File: src/rtl/por_reset_sequencer.sv
// -----------------------------------------------------------------------------
// por_reset_sequencer
//
// Always-on reset sequencer that sits directly behind the POR/IO ring. Once the
// core POR releases, it does the following:
//   - synchronises the pad reset;
//   - requires a run of clean cycles before releasing anything;
//   - releases the reset domains one at a time in ascending order, optionally
//     waiting for a per-domain ready acknowledge (with a timeout);
//   - on a software warm-reset request, re-asserts the domains in descending
//     order and then restarts the whole sequence.
//
// Ports
//   CLK_I          in   1        always-on clock
//   RST_N_I        in   1        async active-low reset (from POR_N_CORE_O)
//   EXT_RST_N_I    in   1        async pad reset, active-low, 2-FF synchronised
//   SW_RST_REQ_I   in   1        single-cycle warm-reset request (CLK_I domain)
//   STAGE_ACK_I    in   NSTAGES  per-domain ready acknowledge, async, 2-FF sync'd
//   STAGE_RST_N_O  out  NSTAGES  registered active-low domain resets
//   SEQ_BUSY_O     out  1        high in every state except DONE
//   SEQ_DONE_O     out  1        high only in DONE
//   TIMEOUT_O      out  1        sticky ack-timeout flag (cleared only by RST_N_I)
//   STAGE_IDX_O    out  3        current stage index
// -----------------------------------------------------------------------------
module por_reset_sequencer #(
    parameter int                 NSTAGES     = 4,
    parameter int                 STRETCH_CYC = 64,
    parameter int                 GAP_CYC     = 16,
    parameter logic [NSTAGES-1:0] ACK_MASK    = NSTAGES'(1),
    parameter int                 ACK_TIMEOUT = 1024
) (
    input  logic               CLK_I,
    input  logic               RST_N_I,
    input  logic               EXT_RST_N_I,
    input  logic               SW_RST_REQ_I,
    input  logic [NSTAGES-1:0] STAGE_ACK_I,
    output logic [NSTAGES-1:0] STAGE_RST_N_O,
    output logic               SEQ_BUSY_O,
    output logic               SEQ_DONE_O,
    output logic               TIMEOUT_O,
    output logic [2:0]         STAGE_IDX_O
);

    localparam int MAX_SG = (STRETCH_CYC > GAP_CYC) ? STRETCH_CYC : GAP_CYC;
    localparam int MAX_ALL = (MAX_SG > ACK_TIMEOUT) ? MAX_SG : ACK_TIMEOUT;
    localparam int CNT_W = $clog2(MAX_ALL + 1);

    localparam logic [CNT_W-1:0]   STRETCH_LAST = CNT_W'(STRETCH_CYC - 1);
    localparam logic [CNT_W-1:0]   GAP_LAST     = CNT_W'(GAP_CYC - 1);
    localparam logic [CNT_W-1:0]   TO_LAST      = CNT_W'(ACK_TIMEOUT - 1);
    localparam logic [2:0]         LAST_IDX     = 3'(NSTAGES - 1);
    localparam logic [NSTAGES-1:0] LAST_OH      = NSTAGES'(1) << (NSTAGES - 1);

    typedef enum logic [2:0] {
        S_HOLD,
        S_REL,
        S_WAIT_ACK,
        S_GAP,
        S_DONE,
        S_FAULT,
        S_ASSERT
    } state_t;

    state_t             state_q;
    logic [2:0]         idx_q;
    logic [CNT_W-1:0]   cnt_q;
    logic [NSTAGES-1:0] stage_q;
    logic               busy_q;
    logic               done_q;
    logic               timeout_q;

    logic               ext_meta_q;
    logic               ext_sync_q;
    logic [NSTAGES-1:0] ack_meta_q;
    logic [NSTAGES-1:0] ack_sync_q;

    logic [NSTAGES-1:0] idx_oh;
    logic               ack_hit;
    logic               mask_hit;

    // Synchronisers reset to 0 so the FSM always sees "pad reset active"
    // until the pad level has been sampled twice after POR release.
    always_ff @(posedge CLK_I or negedge RST_N_I) begin
        if (!RST_N_I) begin
            ext_meta_q <= 1'b0;
            ext_sync_q <= 1'b0;
            ack_meta_q <= '0;
            ack_sync_q <= '0;
        end else begin
            ext_meta_q <= EXT_RST_N_I;
            ext_sync_q <= ext_meta_q;
            ack_meta_q <= STAGE_ACK_I;
            ack_sync_q <= ack_meta_q;
        end
    end

    // One-hot decode of the stage index keeps every per-stage select at
    // NSTAGES width, whatever NSTAGES is.
    always_comb begin
        idx_oh = '0;
        for (int i = 0; i < NSTAGES; i++) begin
            idx_oh[i] = (idx_q == 3'(i));
        end
    end

    assign ack_hit  = |(ack_sync_q & idx_oh);
    assign mask_hit = |(ACK_MASK & idx_oh);

    always_ff @(posedge CLK_I or negedge RST_N_I) begin
        if (!RST_N_I) begin
            state_q   <= S_HOLD;
            idx_q     <= 3'd0;
            cnt_q     <= '0;
            stage_q   <= '0;
            busy_q    <= 1'b1;
            done_q    <= 1'b0;
            timeout_q <= 1'b0;
        end else if (!ext_sync_q) begin
            // Pad reset overrides every state; the timeout flag survives it.
            state_q <= S_HOLD;
            idx_q   <= 3'd0;
            cnt_q   <= '0;
            stage_q <= '0;
            busy_q  <= 1'b1;
            done_q  <= 1'b0;
        end else begin
            busy_q <= 1'b1;
            done_q <= 1'b0;
            case (state_q)
                S_HOLD: begin
                    if (cnt_q == STRETCH_LAST) begin
                        state_q <= S_REL;
                        cnt_q   <= '0;
                    end else begin
                        cnt_q <= cnt_q + 1'b1;
                    end
                end
                S_REL: begin
                    stage_q <= stage_q | idx_oh;
                    cnt_q   <= '0;
                    state_q <= mask_hit ? S_WAIT_ACK : S_GAP;
                end
                S_WAIT_ACK: begin
                    // Ack is tested first so a late ack on the final count
                    // still counts as success.
                    if (ack_hit) begin
                        state_q <= S_GAP;
                        cnt_q   <= '0;
                    end else if (cnt_q == TO_LAST) begin
                        state_q   <= S_FAULT;
                        timeout_q <= 1'b1;
                    end else begin
                        cnt_q <= cnt_q + 1'b1;
                    end
                end
                S_GAP: begin
                    if (cnt_q == GAP_LAST) begin
                        cnt_q <= '0;
                        if (idx_q == LAST_IDX) begin
                            state_q <= S_DONE;
                            busy_q  <= 1'b0;
                            done_q  <= 1'b1;
                        end else begin
                            idx_q   <= idx_q + 3'd1;
                            state_q <= S_REL;
                        end
                    end else begin
                        cnt_q <= cnt_q + 1'b1;
                    end
                end
                S_DONE, S_FAULT: begin
                    if (SW_RST_REQ_I) begin
                        // The top stage is cleared on the entry edge itself.
                        stage_q <= stage_q & ~LAST_OH;
                        idx_q   <= LAST_IDX;
                        cnt_q   <= '0;
                        state_q <= (NSTAGES == 1) ? S_HOLD : S_ASSERT;
                    end else if (state_q == S_DONE) begin
                        busy_q <= 1'b0;
                        done_q <= 1'b1;
                    end
                end
                S_ASSERT: begin
                    if (cnt_q == GAP_LAST) begin
                        cnt_q   <= '0;
                        stage_q <= stage_q & ~(idx_oh >> 1);
                        idx_q   <= idx_q - 3'd1;
                        if (idx_q == 3'd1) begin
                            state_q <= S_HOLD;
                        end
                    end else begin
                        cnt_q <= cnt_q + 1'b1;
                    end
                end
                default: begin
                    state_q <= S_HOLD;
                    cnt_q   <= '0;
                    idx_q   <= 3'd0;
                end
            endcase
        end
    end

    assign STAGE_RST_N_O = stage_q;
    assign SEQ_BUSY_O    = busy_q;
    assign SEQ_DONE_O    = done_q;
    assign TIMEOUT_O     = timeout_q;
    assign STAGE_IDX_O   = idx_q;

endmodule

File: config.mk
export PLATFORM = sky130hd
export DESIGN_NAME = por_reset_sequencer
export DESIGN_NICKNAME = d
export VERILOG_FILES = /design/src/rtl/por_reset_sequencer.sv
export SDC_FILE = /design/constraint.sdc
export NUM_CORES = 1
export LEC_CHECK = 0
export BUFFER_PORTS_ARGS = -buffer_cell sky130_fd_sc_hd__buf_2
export CORE_MARGIN = 2
export CORE_UTILIZATION = 63
export CTS_CLUSTER_DIAMETER = 100
export CTS_CLUSTER_SIZE = 40
export DETAILED_ROUTE_END_ITERATION = 8
export PLACE_DENSITY = 0.86
export SLEW_MARGIN = 15
export SYNTH_ARGS = -nofsm -noshare
export SYNTH_HDL_FRONTEND = slang
export SYNTH_SLANG_ARGS = --single-unit
File: constraint.sdc
create_clock -name CLK_I -period 3.5 [get_ports CLK_I]
set_input_delay 0.7 -clock CLK_I [delete_from_list [all_inputs] [get_ports CLK_I]]
set_output_delay 0.7 -clock CLK_I [all_outputs]
set_load 0.02 [all_outputs]
# Word-level counts from Yosys, hierarchy flattened
# Cells that the tools add are included.
word_totals:
  regBits: 34
  inputBits: 8
  out_inout_bits: 10
  wordCells: 96
op_classes:
  add_sub_neg: 3
  eq_ne: 24
  mux: 40
  n_bitwise: 5
  n_reduce_logical: 12
op_table:
  columns: ["cell", "n"]
  rows:
  - ["$mux 11", 6]
  - ["$pmux 11 s4", 1]
  - ["$mux 3", 14]
  - ["$ne 3x3->1 const B", 6]
  - ["$pmux 3 s6", 1]
  - ["$eq 3x2->1 const B", 4]
  - ["$mux 4", 3]
  - ["$pmux 3 s4", 1]
  - ["$pmux 4 s3", 1]
  - ["$add 11x1->11 const B", 1]
  - ["$eq 11x10->1 const B", 1]
  - ["$eq 11x4->1 const B", 1]
  - ["$eq 11x6->1 const B", 1]
  - ["$mux 1", 11]
  - ["$eq 3x3->1 const B", 3]
  - ["$and 4x4->4", 2]
  - ["$ne 4x4->1 const B", 2]
  - ["$eq 3x1->1 const B", 2]
  - ["$logic_not 3->1", 2]
  - ["$reduce_and 3->1", 2]
  - ["$reduce_and 6->1", 1]
  - ["$reduce_and 5->1", 1]
  - ["$ne 2x2->1 const B", 2]
  - ["$ne 4x1->1 const B", 1]
  - ["other kinds (12)", 14]

# Longest topological paths before layout
depth:
  ltp_word: 6
  ltp_mapped: 8
  depth_no_buf: 8

# Worst setup path before layout
# Ideal clock, no wire load.
synth_timing:
  path_type: "reg2reg"
  from: "reg idx_q[0], in the netlist STAGE_IDX_O[0]"
  to: "reg cnt_q[0]"
  setup_ns: 0.127
  t_arrival_ns: 1.933
  t_required_ns: 3.373
  setup_slack_ns: 1.440
  stages_incl_launch_ff: 9
  path_buffers: 0
  period_less_slack_ns: 2.060
  path_cell_list: "dfrtp_1 -> inv_1 -> ha_1 -> ha_1 -> a22oi_1 -> o211ai_1 -> o21bai_2 -> or2_2 -> o21ai_0"
synth_via:
  elab_chain_cells: 6
  word_cells_on_any_way: 11
  classes_between: "eq/ne: 4; mux: 3; bitwise: 1; reduce/logical: 3"
synth_rtl:
  columns: ["element", "line", "source"]
  rows:
  - ["from (decl)", "65", "logic [2:0] idx_q;"]
  - ["from (signal assigned)", "164", "idx_q <= idx_q + 3'd1;"]
  - ["from (signal assigned)", "187", "idx_q <= idx_q - 3'd1;"]
  - ["$eq 3x1->1 (tied with other cells)", "102", "idx_oh[i] = (idx_q == 3'(i));"]
  - ["$and 4x4->4 *", "106", "assign ack_hit = |(ack_sync_q & idx_oh);"]
  - ["$reduce_or 4->1 *", "106", null]
  - ["$mux 11", "146", "if (ack_hit) begin"]
  - ["$pmux 11 s4", "129", "case (state_q)"]
  - ["$mux 11", "118", "end else if (!ext_sync_q) begin"]
  - ["to (signal assigned)", "135", "cnt_q <= cnt_q + 1'b1;"]
  - ["to (signal assigned)", "153", "cnt_q <= cnt_q + 1'b1;"]
  - ["to (signal assigned)", "168", "cnt_q <= cnt_q + 1'b1;"]
  - ["to (decl)", "66", "logic [CNT_W-1:0] cnt_q;"]
# Every way passes the cells marked *; elsewhere a longest branch is shown, timed or not.
# A chain may end at the register's enable or synchronous reset.

# Worst setup path after layout
layout_timing:
  from: "reg state_q[1]"
  to: "reg cnt_q[3]"
layout_via:
  elab_chain_cells: 4
  word_cells_on_any_way: 13
  classes_between: "eq/ne: 7; mux: 2; reduce/logical: 4"
layout_rtl:
  columns: ["element", "line", "source"]
  rows:
  - ["from (decl)", "64", "state_t state_q;"]
  - ["from (signal assigned)", "141", "state_q <= mask_hit ? S_WAIT_ACK : S_GAP;"]
  - ["from (signal assigned)", "177", "state_q <= (NSTAGES == 1) ? S_HOLD : S_ASSERT;"]
  - ["$eq 3x3->1 or $eq 3x2->1 (tied branches)", "129", null]
  - ["$reduce_or 2->1 (on tied branches)", null, null]
  - ["$pmux 11 s4 or $ne 3x3->1 (tied branches)", null, null]
  - ["$mux 11 or $reduce_and 2->1 (tied branches)", null, null]
# Parallel ways exist; a longest one is shown, timed or not.

==> out/qor.yml <==
logic_synthesis:
  synthArstFlopShare_pct: 100
  synthFlopType: "dfrtp_1"
  yosysSeqAreaShare_pct: 45.8
  synth_warnings: 0
  synth_seq_cells: 34
  syn_area_per_cell_um2: 9.74
  synth_cell_type_count: 51
  syn_nets: 206
  syn-cell-area_um2: 1860
  synth_enable_flop_cells: 0
  syn_inst: 191
clocking:
  clock_latency_ns: 0.36
  post_cts_resized: 0
  numCtsBuffers: 5
  clkTransAtPathRegs_ns: 0.12
  post_cts_buffers: 0
  cts_root_buf: "clkbuf_4"
  hold_buffers: 0
  clk_path_buf_depth: 2
  cts_tree: "built"
  cts_sinks: 34
  htreeDepth: 2
setup_path:
  cp-end-kind: "flip-flop"
  crit_slowest_cell: "dfrtp_1"
  worst-path-max-fanout: 21
  endpoint: "cnt_q[3]$_DFFE_PN0P_"
  rr_worst_depth: 5
  path_depth: 5
  crit_required_ns: 3.77
  cp_num_buf_inv: 0
  critical_path.top_delay_family: "compound AO/OA/AOI/OAI gates"
  r2r-start: "state_q[1]$_DFFE_PN0P_"
  path_cells: "nor4bb_1 -> o211ai_1 -> o21bai_2 -> o21ai_0 -> a21oi_1"
  reg2reg_slack_ns: 1.01
  r2r_end: "cnt_q[3]$_DFFE_PN0P_"
  cp_data_arrival_time_ns: 2.76
  crit_path_start: "state_q[1]$_DFFE_PN0P_"
  critical-path-max-stage-delay_ns: 0.72
  criticalPathCategory: "flip-flop to flip-flop"
  start_kind: "flip-flop"
sta:
  finalCritPeriodShare_pct: 71.2
  worstMarginPinSlew_ns: 0.726
  hold_viol_final: 0
  relSlewSlack_pct: 51.6
  setup_viol: 0
  rsz0062_at_grt: "no"
  max_freq_ghz: 0.401
  drv_slew: 0
  period_minus_slack_ns: 2.49
  fin_skew_ns: 0.0201
  finalSetupTns_ns: 0
routing:
  drcViolationCount: 0
  vias: 1589
  drt_pass1_iterations: 4
  antenna_left: 0
  routedWlPerCell_um: 16.7
  totalWireLength_um: 4000
  drt_iter0_markers: 98
  viasPerCell: 6.62
grt:
  grt_antenna_before_repair: 0
  grt-ovfl-total: 0
  grt_pass1_vias: 1535
  track_usage_pct: 27.2
  grt_max_degree: 35
  grt_first_pass_wirelength_um: 6930
floorplan:
  coreArea_um2: 2780
  die_x_um: 58.3
  start_util_pct: 66.9
  die_area_um2: 3400
  rows: 19
  die_h_um: 58.3
  io_pins: 18
outcome:
  status: "completed"
layout:
  nFillCells: 204
  n_antenna_cell: 0
  layout_common_cells: "33 x dfrtp_1, 18 x nor2_1, 18 x o21ai_0, 17 x buf_2, 15 x nand2_1"
  regArea_um2: 852
  final_common_cell: "dfrtp_1"
  multi_input_area_um2: 950
  syn_to_final_growth_pct: 9.55
  drive_gt1_share_pct: 18.7
  nets: 223
placement:
  hpwl_um: 2850
  portBuffers: 17
  gp_congestion: 0.906
job:
  maxCapViolCount: 0
power:
  ir_drop_uv: 577
  cellPowerDensity_nw_per_um2: 617
  power_w: 0.00126
  leakage_nw: 0.924
min_path:
  hp-class: "flip-flop to flip-flop"
==> worst register-to-register path: cells and delay by family, from the launching register on <==
kind             cells  cell delay, ns
AO/OA/AOI/OAI        4            1.11
flip-flops           1            0.72
AND/OR/NAND/NOR      1            0.56
==> flip-flops by register name (all words and copies together) (netlist names) <==
| register | cells |
|---|---|
| ack_sync_q | 4 |
| ack_meta_q | 4 |
| STAGE_RST_N_O | 4 |
| TIMEOUT_O | 1 |
| STAGE_IDX_O | 3 |
| state_q | 3 |
| SEQ_DONE_O | 1 |
| ext_sync_q | 1 |
| ext_meta_q | 1 |
| cnt_q | 11 |
| SEQ_BUSY_O | 1 |
==> synth_stat cells, types with 3 or more instances <==
master	count	area share, %
xor2_1	4	1.9
ha_1	7	4.7
nand3_1	5	1.3
nor2b_1	3	1.0
nor2_1	18	3.6
nor3_1	5	1.3
clkbuf_1	5	1.0
mux2i_1	6	3.2
nand2_1	15	3.0
or2_2	3	1.0
dfrtp_1	33	44
nand4_1	3	1.0
a21oi_1	8	2.2
or3_1	3	1.0
nand2b_1	4	1.3
inv_1	8	1.6
o21ai_0	18	4.8
==> where the power goes <==
group / switching (W) / internal [W]
combinational: 0.000257 / 0.000175
clock: 0.000144 / 0.000150
sequential: 0.0000917 / 0.000441
total: 0.000493 / 0.000765
==> per-layer routing <==
layer  part of all wire (%)  vias to the layer above  global-route usage [%]
li1                       -                      736                       -
met1                     43                      778                    37.0
met2                     47                       63                    40.6
met3                    7.1                       12                    7.03
met4                    2.5                        0                    13.3
met5                      0                        -                       0
==> cell families after synthesis <==
| logic type | count (synthesis) | synth area share (%) |
|---|---|---|
| and+or+nand+nor | 73 | 21.9 |
| DFF | 34 | 45.8 |
| AOI/OAI and AO/OA | 52 | 19.3 |
| adders and majority gates | 7 | 4.71 |
| buffers and inverters | 15 | 3.16 |
| muxes | 6 | 3.23 |
| xor gates and xnor gates | 4 | 1.88 |
==> metrics by stage <==
step / utilization, % / cell area (µm²) / cells / hold slack [ns] / setup slack, ns
5_1_grt: 73.3 / 2040 / 240 / 0.376 / 0.878
3_3_place_gp: 70.3 / 1960 / 232 / 0.332 / 1.33
4_1_cts: 73.3 / 2040 / 240 / 0.361 / 1.05
6_report: 73.3 / 2040 / 240 / 0.358 / 1.01
2_1_floorplan: - / 1860 / 191 / 0.331 / 1.44
3_5_place_dp: 70.3 / 1960 / 232 / 0.335 / 1.13
==> worst min-delay path by stage <==
stage                             from                 endpoint  cells past startpoint
3_5_place_dp   ack_meta_q[1]$_DFF_PN0_  ack_sync_q[1]$_DFF_PN0_                      0
6_report       ack_meta_q[1]$_DFF_PN0_  ack_sync_q[1]$_DFF_PN0_                      0
5_1_grt        ack_meta_q[1]$_DFF_PN0_  ack_sync_q[1]$_DFF_PN0_                      0
2_1_floorplan  ack_meta_q[0]$_DFF_PN0_  ack_sync_q[0]$_DFF_PN0_                      0
4_1_cts        ack_meta_q[1]$_DFF_PN0_  ack_sync_q[1]$_DFF_PN0_                      0
3_3_place_gp   ack_meta_q[2]$_DFF_PN0_  ack_sync_q[2]$_DFF_PN0_                      0
==> layout make-up <==
type / instances / share of cell area, %
multi-input cells: 142 / 46.6
flip-flops and latches: 34 / 41.8
repair buffers: 17 / 4.17
clock inverters: 3 / 2.21
well taps: 31 / 1.90
clock buffers: 5 / 1.84
inverters: 8 / 1.47
Power figures use the tool's default switching activity.
